### src/rtl/cvxif_regbank_ctrl.sv
// cvxif_regbank_ctrl: write/dump controller for the CVXIF
// sequential-fill register bank.
//
// Arbitrates two valid/ready writers round-robin onto the bank's single
// write port, mirrors the bank fill count and sequences one-cycle dumps.
// The bank never sees a write at capacity, nor a write and a dump in
// the same cycle.
//
// Ports:
//   clk_i, rst_ni                clock, async active-low reset
//   req0_*/req1_*                writer valid/data/ready (ready = accepted)
//   dump_req_i                   bank clear request, rising-edge qualified
//   bank_we_o/wb_data_o/dump_o   registered drive of the bank
//   fill_count_o, full_o,        fill status from the registered count
//   empty_o, busy_o
//   err_o                        sticky overflow error
//
// Optional feature: `define CVXIF_REGCTRL_OVF_ERR_EN to accept and drop
// writes while full and flag err_o; otherwise full backpressures.
module cvxif_regbank_ctrl #(
    parameter int NB_OF_REGS = 150,
    parameter int REG_WIDTH  = 9,
    parameter int CNT_WIDTH  = $clog2(NB_OF_REGS + 1)
) (
    input  logic                 clk_i,
    input  logic                 rst_ni,
    input  logic                 req0_valid_i,
    input  logic [REG_WIDTH-1:0] req0_data_i,
    output logic                 req0_ready_o,
    input  logic                 req1_valid_i,
    input  logic [REG_WIDTH-1:0] req1_data_i,
    output logic                 req1_ready_o,
    input  logic                 dump_req_i,
    output logic                 bank_we_o,
    output logic [REG_WIDTH-1:0] bank_wb_data_o,
    output logic                 bank_dump_o,
    output logic [CNT_WIDTH-1:0] fill_count_o,
    output logic                 full_o,
    output logic                 empty_o,
    output logic                 busy_o,
    output logic                 err_o
);

    typedef enum logic [1:0] {
        IDLE,
        FILL,
        FULL,
        DUMP
    } state_t;

    localparam logic [CNT_WIDTH-1:0] CAP  = CNT_WIDTH'(NB_OF_REGS);
    localparam logic [CNT_WIDTH-1:0] LAST = CNT_WIDTH'(NB_OF_REGS - 1);

`ifdef CVXIF_REGCTRL_OVF_ERR_EN
    localparam bit OVF_EN = 1'b1;
`else
    localparam bit OVF_EN = 1'b0;
`endif

    state_t               state_q, state_d;
    logic                 rr_q;
    logic                 dump_prev_q;
    logic [CNT_WIDTH-1:0] cnt_q;
    logic                 we_q;
    logic [REG_WIDTH-1:0] data_q;
    logic                 dump_q;

    logic                 accept_en;
    logic                 gnt0;
    logic                 gnt1;
    logic                 acc;
    logic                 wr;
    logic                 dump_fire;
    logic [REG_WIDTH-1:0] wdata;

    // A held dump request clears the bank only once.
    assign dump_fire = dump_req_i & ~dump_prev_q & (state_q != DUMP);
    assign acc       = gnt0 | gnt1;
    assign wr        = acc & (state_q != FULL) & (cnt_q != CAP);

    always_ff @(posedge clk_i or negedge rst_ni) begin
        if (!rst_ni) begin
            state_q <= IDLE;
        end else begin
            state_q <= state_d;
        end
    end

    always_comb begin
        state_d = state_q;
        unique case (state_q)
            IDLE: begin
                if (dump_fire) begin
                    state_d = DUMP;
                end else if (wr) begin
                    state_d = (cnt_q == LAST) ? FULL : FILL;
                end
            end
            FILL: begin
                if (dump_fire) begin
                    state_d = DUMP;
                end else if (wr && cnt_q == LAST) begin
                    state_d = FULL;
                end
            end
            FULL: begin
                if (dump_fire) begin
                    state_d = DUMP;
                end
            end
            DUMP: begin
                state_d = IDLE;
            end
            default: begin
                state_d = IDLE;
            end
        endcase
    end

    // rr_q set means req1 is favoured on contention.
    always_comb begin
        accept_en = 1'b0;
        unique case (state_q)
            IDLE:    accept_en = 1'b1;
            FILL:    accept_en = 1'b1;
            FULL:    accept_en = OVF_EN;
            DUMP:    accept_en = 1'b0;
            default: accept_en = 1'b0;
        endcase
        if (dump_req_i) begin
            accept_en = 1'b0;
        end
        gnt0 = accept_en & req0_valid_i & (~req1_valid_i | ~rr_q);
        gnt1 = accept_en & req1_valid_i & (~req0_valid_i | rr_q);
        req0_ready_o = gnt0;
        req1_ready_o = gnt1;
    end

    always_comb begin
        wdata = req0_data_i;
        unique case (1'b1)
            gnt1:    wdata = req1_data_i;
            default: wdata = req0_data_i;
        endcase
    end

    always_ff @(posedge clk_i or negedge rst_ni) begin
        if (!rst_ni) begin
            rr_q        <= 1'b0;
            dump_prev_q <= 1'b0;
            cnt_q       <= '0;
            we_q        <= 1'b0;
            data_q      <= '0;
            dump_q      <= 1'b0;
        end else begin
            dump_prev_q <= dump_req_i;
            we_q        <= wr;
            dump_q      <= dump_fire;
            if (acc) begin
                rr_q <= gnt0;
            end
            if (wr) begin
                data_q <= wdata;
            end
            if (dump_fire) begin
                cnt_q <= '0;
            end else if (wr) begin
                cnt_q <= cnt_q + CNT_WIDTH'(1);
            end
        end
    end

`ifdef CVXIF_REGCTRL_OVF_ERR_EN
    logic err_q;
    logic drop;

    // Accepted while full: the data is discarded.
    assign drop = acc & ~wr;

    always_ff @(posedge clk_i or negedge rst_ni) begin
        if (!rst_ni) begin
            err_q <= 1'b0;
        end else if (dump_fire) begin
            err_q <= 1'b0;
        end else if (drop) begin
            err_q <= 1'b1;
        end
    end

    assign err_o = err_q;
`else
    assign err_o = 1'b0;
`endif

    assign bank_we_o      = we_q;
    assign bank_wb_data_o = data_q;
    assign bank_dump_o    = dump_q;
    assign fill_count_o   = cnt_q;
    assign full_o         = (cnt_q == CAP);
    assign empty_o        = (cnt_q == '0);
    assign busy_o         = (state_q == DUMP);

endmodule

### config.mk
export PLATFORM = sky130hd
export DESIGN_NAME = cvxif_regbank_ctrl
export DESIGN_NICKNAME = d
export VERILOG_FILES = /design/src/rtl/cvxif_regbank_ctrl.sv
export SDC_FILE = /design/constraint.sdc
export NUM_CORES = 1
export LEC_CHECK = 0
export ABC_AREA = 0
export BUFFER_PORTS_ARGS = -buffer_cell sky130_fd_sc_hd__buf_2
export CELL_PAD_IN_SITES_DETAIL_PLACEMENT = 0
export CELL_PAD_IN_SITES_GLOBAL_PLACEMENT = 1
export CORE_MARGIN = 3
export CORE_UTILIZATION = 36
export CTS_CLUSTER_SIZE = 14
export DETAILED_ROUTE_END_ITERATION = 6
export PLACE_DENSITY = 0.76
export RECOVER_POWER = 25
export SKIP_CTS_REPAIR_TIMING = 1
export SYNTH_ARGS = -nofsm -noshare
export SYNTH_HDL_FRONTEND = slang
export SYNTH_SLANG_ARGS = --single-unit
### constraint.sdc
create_clock -name clk_i -period 2.3 [get_ports clk_i]
set_input_delay 0.345 -clock clk_i [delete_from_list [all_inputs] [get_ports clk_i]]
set_output_delay 0.345 -clock clk_i [all_outputs]
set_load 0.03 [all_outputs]
**Yosys cells after proc, flatten, opt, wreduce, memory -nomap -nowiden**

Cells that the tools add are included.

- Memory bits (writable): 0
- Bits in registers: 23
- Memories: 0
- Memory bits (read-only): 0
- Latch bits: 0
- Input port bits: 23
- Word-level logic and storage cells: 53

- Equality and inequality tests: 11
- $mul: 0
- Shift operators: 0
- Div/mod/pow operators: 0
- Mux-type cells: 12
- $add $sub $neg: 1
- Magnitude comparators: 0
- Bitwise gates (word level): 15
- Reduce and logical (&&, ||, !) cells: 7

Operator list:

| operator | count |
|---|---|
| 8-bit equality test (second input constant) | 2 |
| 8-bit two-way mux | 2 |
| 2-bit two-way mux | 6 |
| 9-bit two-way mux | 1 |
| 8-bit by 1-bit adder with 8-bit output (second input constant) | 1 |
| 1-bit AND | 8 |
| 8-bit zero test | 1 |
| 8-bit != test (second input constant) | 1 |
| 2-bit case mux with 4 select lines | 1 |
| 2-bit != test (second input constant) | 3 |
| 3-bit != test (second input constant) | 2 |
| 2-bit equality test (second input constant) | 2 |
| 1-bit NOT | 4 |
| 2-bit OR reduction | 2 |
| 1-bit OR | 3 |
| 3-bit AND reduction | 1 |
| 2-bit by 1-bit equality test with 1-bit output (second input constant) | 1 |
| 2-bit zero test | 1 |
| 1-bit case mux with 2 select lines | 1 |
| 2-bit nonzero test | 1 |
| 1-bit logical AND | 1 |
| 1-bit two-way mux | 1 |

**Depth between registers and ports, before layout**

- Word-level depth: 13
- Gate-level depth with buffers: 7
- Mapped depth without buffers: 7

**Worst setup path before layout**

OpenSTA, ideal clock, no wires.

- Kind: reg2reg
- Start point: register cnt_q[0] (netlist: fill_count_o[0])
- End point: register state_q[0]
- Path buffers: 0
- Cell stages (with the launch flop): 8
- Data arrival time: 1.878 ns
- Slack: 0.297 ns
- Setup time: 0.125 ns
- Cell sequence: dfrtp_1 -> inv_1 -> ha_1 -> nand4_1 -> or2_4 -> clkinv_4 -> o31ai_2 -> mux2_4

- Longest elaborated chain between the ends: 5
- Elaborated cells between the ends (all ways): 11
- Classes of those cells: eq/ne: 4; mux: 4; bitwise: 1; reduce/logical: 2

RTL lines:

| element | RTL line | source |
|---|---|---|
| from (decl) | 63 | `logic [CNT_WIDTH-1:0] cnt_q;` |
| from (signal assigned) | 168 | `cnt_q <= cnt_q + CNT_WIDTH'(1);` |
| 8-bit equality test / 8-bit != test (equally long branches) | 96, 102, 79 |  |
| 2-bit two-way mux / 1-bit AND (equally long branches) | 96, 79 |  |
| 2-bit two-way mux / 1-bit logical AND (equally long branches) | 95, 102 |  |
| 2-bit two-way mux / 3-bit != test (equally long branches) | -- |  |
| 2-bit case mux with 4 select lines / 3-bit AND reduction (equally long branches) | -- |  |
| to (signal assigned) | 85 | `state_q <= state_d;` |
| to (decl) | 60 | `state_t state_q, state_d;` |

Parallel ways exist; a longest one is shown, timed or not. The select of a mux whose other input is x is not followed.
A chain may end at the register's enable or synchronous reset.

**Worst setup path in the final report**

- Start point: register cnt_q[5] (netlist: fill_count_o[5])
- End point: output full_o

- Longest elaborated chain between the ends: 1

RTL lines:

| element | RTL line | source |
|---|---|---|
| 8-bit equality test | 199 | `assign full_o = (cnt_q == CAP);` |
| to (decl) | 38 | `output logic full_o,` |

Every way passes these cells.

==> metrics.txt <==
# TYPE chip_impl_metric gauge
chip_impl_metric{name="timing.critical_path.fanout_max",unit=""} 12
chip_impl_metric{name="hpwlAfterDp",unit="µm"} 2410
chip_impl_metric{name="layout_area_growth_over_synthesis",unit="%"} 23.4
chip_impl_metric{name="syn_nets",unit=""} 163
chip_impl_metric{name="power.clock.fraction",unit="%"} 10.3
chip_impl_metric{name="cts-root-to-sink-buffers",unit=""} 2
chip_impl_metric{name="antenna_cells",unit=""} 0
chip_impl_metric{name="synthXorXnorAreaFrac",unit="%"} 2.00
chip_impl_metric{name="core-area",unit="µm²"} 3420
chip_impl_metric{name="int_pwr",unit="W"} 0.000970
chip_impl_info{name="largest_family_of_logic_cells_by_synthesized_area",value="simple AND/OR/NAND/NOR gates"} 1
chip_impl_info{name="crit_path_end_kind",value="output pin"} 1
chip_impl_metric{name="postPlaceCellArea",unit="µm²"} 1600
chip_impl_info{name="run_status",value="finished, final reports clean"} 1
chip_impl_metric{name="post_detailed_route_drc_marker_count",unit=""} 0
chip_impl_metric{name="crit_arrival",unit="ns"} 1.82
chip_impl_metric{name="port_buffers",unit=""} 46
chip_impl_info{name="clk_root_buffer_cell",value="clkbuf_4"} 1
chip_impl_metric{name="globalplace.congestion",unit=""} 0.793
chip_impl_metric{name="synthesized_area_fraction_occupied_by_ao_oa_aoi_and_oai_cells",unit="%"} 16.0
chip_impl_info{name="holdPathEnd",value="dump_prev_q"} 1
chip_impl_metric{name="synth_async_sr_flop_share",unit="%"} 100
chip_impl_metric{name="die-height",unit="µm"} 66.4
chip_impl_metric{name="routed_via_density",unit=""} 5.27
chip_impl_metric{name="die_area",unit="µm²"} 4410
chip_impl_metric{name="dieWidth",unit="µm"} 66.4
chip_impl_metric{name="pwr-share-seq",unit="%"} 34.5
chip_impl_metric{name="slew_viol_final",unit=""} 0
chip_impl_info{name="leading_register_cell_type_out_of_synthesis",value="dfrtp_1"} 1
chip_impl_metric{name="worstMarginPinSlew",unit="ns"} 1.25
chip_impl_metric{name="maximum_number_of_pins_on_one_net_before_global_route_repair",unit=""} 24
chip_impl_metric{name="stdcell_area",unit="µm²"} 1620
chip_impl_info{name="most_common_library_cell_in_the_layout_ignoring_fill_and_taps",value="buf_2"} 1
chip_impl_metric{name="worstPathRequired",unit="ns"} 1.96
chip_impl_info{name="slowest_stage",value="dfrtp_1"} 1
chip_impl_metric{name="hold_depth",unit=""} 1
chip_impl_metric{name="initial_utilization",unit="%"} 38.5
chip_impl_info{name="regToRegStartpoint",value="fill_count_o[0]"} 1
chip_impl_info{name="crit_type",value="reg2out"} 1
chip_impl_metric{name="synthDistinctLibCells",unit=""} 37
chip_impl_metric{name="final-hold-violation-count",unit=""} 0
chip_impl_metric{name="dr_total_vias",unit=""} 1191
chip_impl_metric{name="core.rowCount",unit=""} 21
chip_impl_metric{name="power.leakage",unit="nW"} 0.835
chip_impl_metric{name="ant_nets",unit=""} 0
chip_impl_metric{name="peakVddDrop",unit="V"} 0.000449
chip_impl_metric{name="postSynthCellCount",unit=""} 132
chip_impl_metric{name="filler_cell_count",unit=""} 329
chip_impl_metric{name="cp_peak_stage_delay",unit="ns"} 0.49
chip_impl_metric{name="worst_setup_hold_path_clk_slew",unit="ns"} 0.14
chip_impl_metric{name="post_synth_mux_area_share",unit="%"} 8.75
chip_impl_info{name="cts_tree",value="built"} 1
chip_impl_metric{name="setup_slack",unit="ns"} 0.130
chip_impl_metric{name="relSlewSlack",unit="%"} 16.6
chip_impl_metric{name="finalSetupViolCount",unit=""} 0
chip_impl_metric{name="io-pin-count",unit=""} 48
chip_impl_metric{name="ff2ff_setup_slack",unit="ns"} 0.23
chip_impl_metric{name="comb_power_share",unit="%"} 55.1
chip_impl_metric{name="net-switching-power",unit="W"} 0.000878
chip_impl_metric{name="fin_tns_setup",unit="ns"} 0
chip_impl_metric{name="drt_wl_total",unit="µm"} 3180
chip_impl_metric{name="post-route-min-period",unit="ns"} 2.17
chip_impl_metric{name="timing.max_cap.violations",unit=""} 0
chip_impl_metric{name="layout.nets",unit=""} 212
chip_impl_metric{name="drtPass1Iterations",unit=""} 4
chip_impl_metric{name="post-place-ws",unit="ns"} 0.264
chip_impl_metric{name="synthAdderAreaFrac",unit="%"} 7.61
chip_impl_metric{name="post_synth_instance_area",unit="µm²"} 1320
chip_impl_metric{name="first_global_vias",unit=""} 1134
chip_impl_metric{name="seq_area_frac_synth",unit="%"} 43.8
chip_impl_info{name="min_path_type",value="in2reg"} 1
chip_impl_metric{name="cts_buffers",unit=""} 3
chip_impl_metric{name="layoutNonFillerInstCount",unit=""} 226
chip_impl_metric{name="clock.fmax",unit="MHz"} 461
chip_impl_metric{name="cts.htree.levels",unit=""} 1
chip_impl_info{name="crit_chain",value="or3_1, or2_4, clkinv_4, buf_2"} 1
chip_impl_metric{name="clock_latency_late_sink",unit="ns"} 0.31
chip_impl_metric{name="post_synth_and_or_nand_nor_area_fraction",unit="%"} 16.7
chip_impl_metric{name="routed_wire_length_per_instance",unit="µm"} 14.1
chip_impl_metric{name="power_switching_share",unit="%"} 47.5
chip_impl_metric{name="ys_seq_elements",unit=""} 23
chip_impl_metric{name="global_route_wire_length_before_repair",unit="µm"} 5260
chip_impl_metric{name="avgSynthCellArea",unit="µm²"} 9.96
chip_impl_info{name="mostFrequentLayoutCells",value="44 x buf_2, 24 x a21oi_1, 23 x dfrtp_1, 10 x nor2_1, 10 x mux2i_1"} 1
chip_impl_metric{name="drt_first_iter_violations",unit=""} 56
chip_impl_metric{name="yosys_warnings",unit=""} 0
chip_impl_metric{name="clock-skew-final",unit="ns"} 0.0135
chip_impl_metric{name="initial_antenna_violation_count",unit=""} 0
chip_impl_metric{name="grt.overflow.total",unit=""} 0
chip_impl_info{name="grt_setup_unrepaired",value="false"} 1
chip_impl_metric{name="dp.cells",unit=""} 222
chip_impl_metric{name="tritoncts_num_sinks",unit=""} 23
chip_impl_metric{name="drive_gt1_share",unit="%"} 32.8
chip_impl_metric{name="groute.usage.overall",unit="%"} 15.3
chip_impl_info{name="worstReg2RegEnd",value="bank_wb_data_o[8]"} 1
chip_impl_metric{name="power_density",unit="nW/µm²"} 1140
chip_impl_metric{name="synth_edf_count",unit=""} 0
chip_impl_metric{name="share_of_the_clock_period_used_by_the_worst_path",unit="%"} 94.3
chip_impl_info{name="hold_path.startpoint",value="dump_req_i"} 1
chip_impl_metric{name="worst-r2r-cell-count",unit=""} 7
chip_impl_info{name="critical_path.startpoint_type",value="flip-flop"} 1
==> worst max path at each step <==
stage | startpoint | to | slack, ns
detailed placement | fill_count_o[0] | bank_wb_data_o[8] | 0.26
floorplan | fill_count_o[0] | state_q[0] | 0.30
finish | fill_count_o[5] | full_o | 0.13
global placement | fill_count_o[0] | state_q[0] | 0.33
global route | state_q[0] | req1_ready_o | 0.02
CTS | fill_count_o[5] | full_o | 0.14
==> cells in the mapped netlist, types with 2 or more instances <==
cell type	n	share of area, %
dfrtp_1	23	44
ha_1	8	7.6
nor3_1	2	0.76
nor4_1	2	0.95
nand4_1	2	0.95
o31ai_1	2	1.1
or3_1	2	0.95
nand2_1	2	0.57
mux2i_1	10	7.6
a21oi_1	24	9.1
nand3_1	6	2.3
xnor2_1	3	2.0
buf_2	3	1.1
nor2_1	10	2.9
inv_1	8	2.3
and4_1	2	1.3
o21ai_0	3	1.1
==> worst max-delay path: cells and delay by family (launching register included) <==
family	cells	cell delay (ns)
buf+inv	2	0.30
flops	1	0.49
simple gates	2	0.71
==> logic make-up after synthesis <==
family,count (synthesis)
AO/OA/AOI/OAI,36
AND/OR/NAND/NOR,36
flip-flops,23
buffers and inverters,14
multiplexers,11
adder cells (fa/ha/maj),8
XOR/XNOR,3
other,1
==> state kept, by name, indices dropped and copies added, names as in the netlist <==
signal	cells
rr_q	1
bank_we_o	1
dump_prev_q	1
fill_count_o	8
bank_dump_o	1
bank_wb_data_o	9
state_q	2
==> cell type report <==
| type | count | area, µm² | area share [%] |
|---|---|---|---|
| well taps | 46 | 57.6 | 3.55 |
| multi-input cells | 95 | 674 | 41.6 |
| repair buffers | 49 | 250 | 15.4 |
| clock buffers | 4 | 26.3 | 1.62 |
| inverters | 9 | 38.8 | 2.39 |
| flip-flops and latches | 23 | 576 | 35.5 |
==> per-stage QoR <==
step,total power [W],util (%),hold slack [ns]
5_1_grt,0.00200,47.5,0.186
2_1_floorplan,0.00138,-,0.0494
4_1_cts,0.00187,47.6,-0.0000265
3_3_place_gp,0.00165,46.8,0.351
3_5_place_dp,0.00167,46.8,0.358
6_report,0.00185,47.5,0.200
==> power groups by stage <==
stage | clock network [W] | registers, W | logic, W
after detailed placement | 0 | 0.000644 | 0.00103
after CTS | 0.000196 | 0.000639 | 0.00103
after global placement | 0 | 0.000640 | 0.00101
after global routing | 0.000218 | 0.000657 | 0.00112
final | 0.000191 | 0.000638 | 0.00102
after floorplan | 0 | 0.000833 | 0.000543
==> layer usage <==
metal / global-route usage [%] / up-vias / wire (µm)
met3: 2.38 / 4 / 140
li1: - / 571 / -
met5: 0 / - / 0
met2: 26.8 / 34 / 1650
met4: 3.81 / 0 / 24
met1: 19.6 / 582 / 1360
Power figures use the tool's default switching activity.
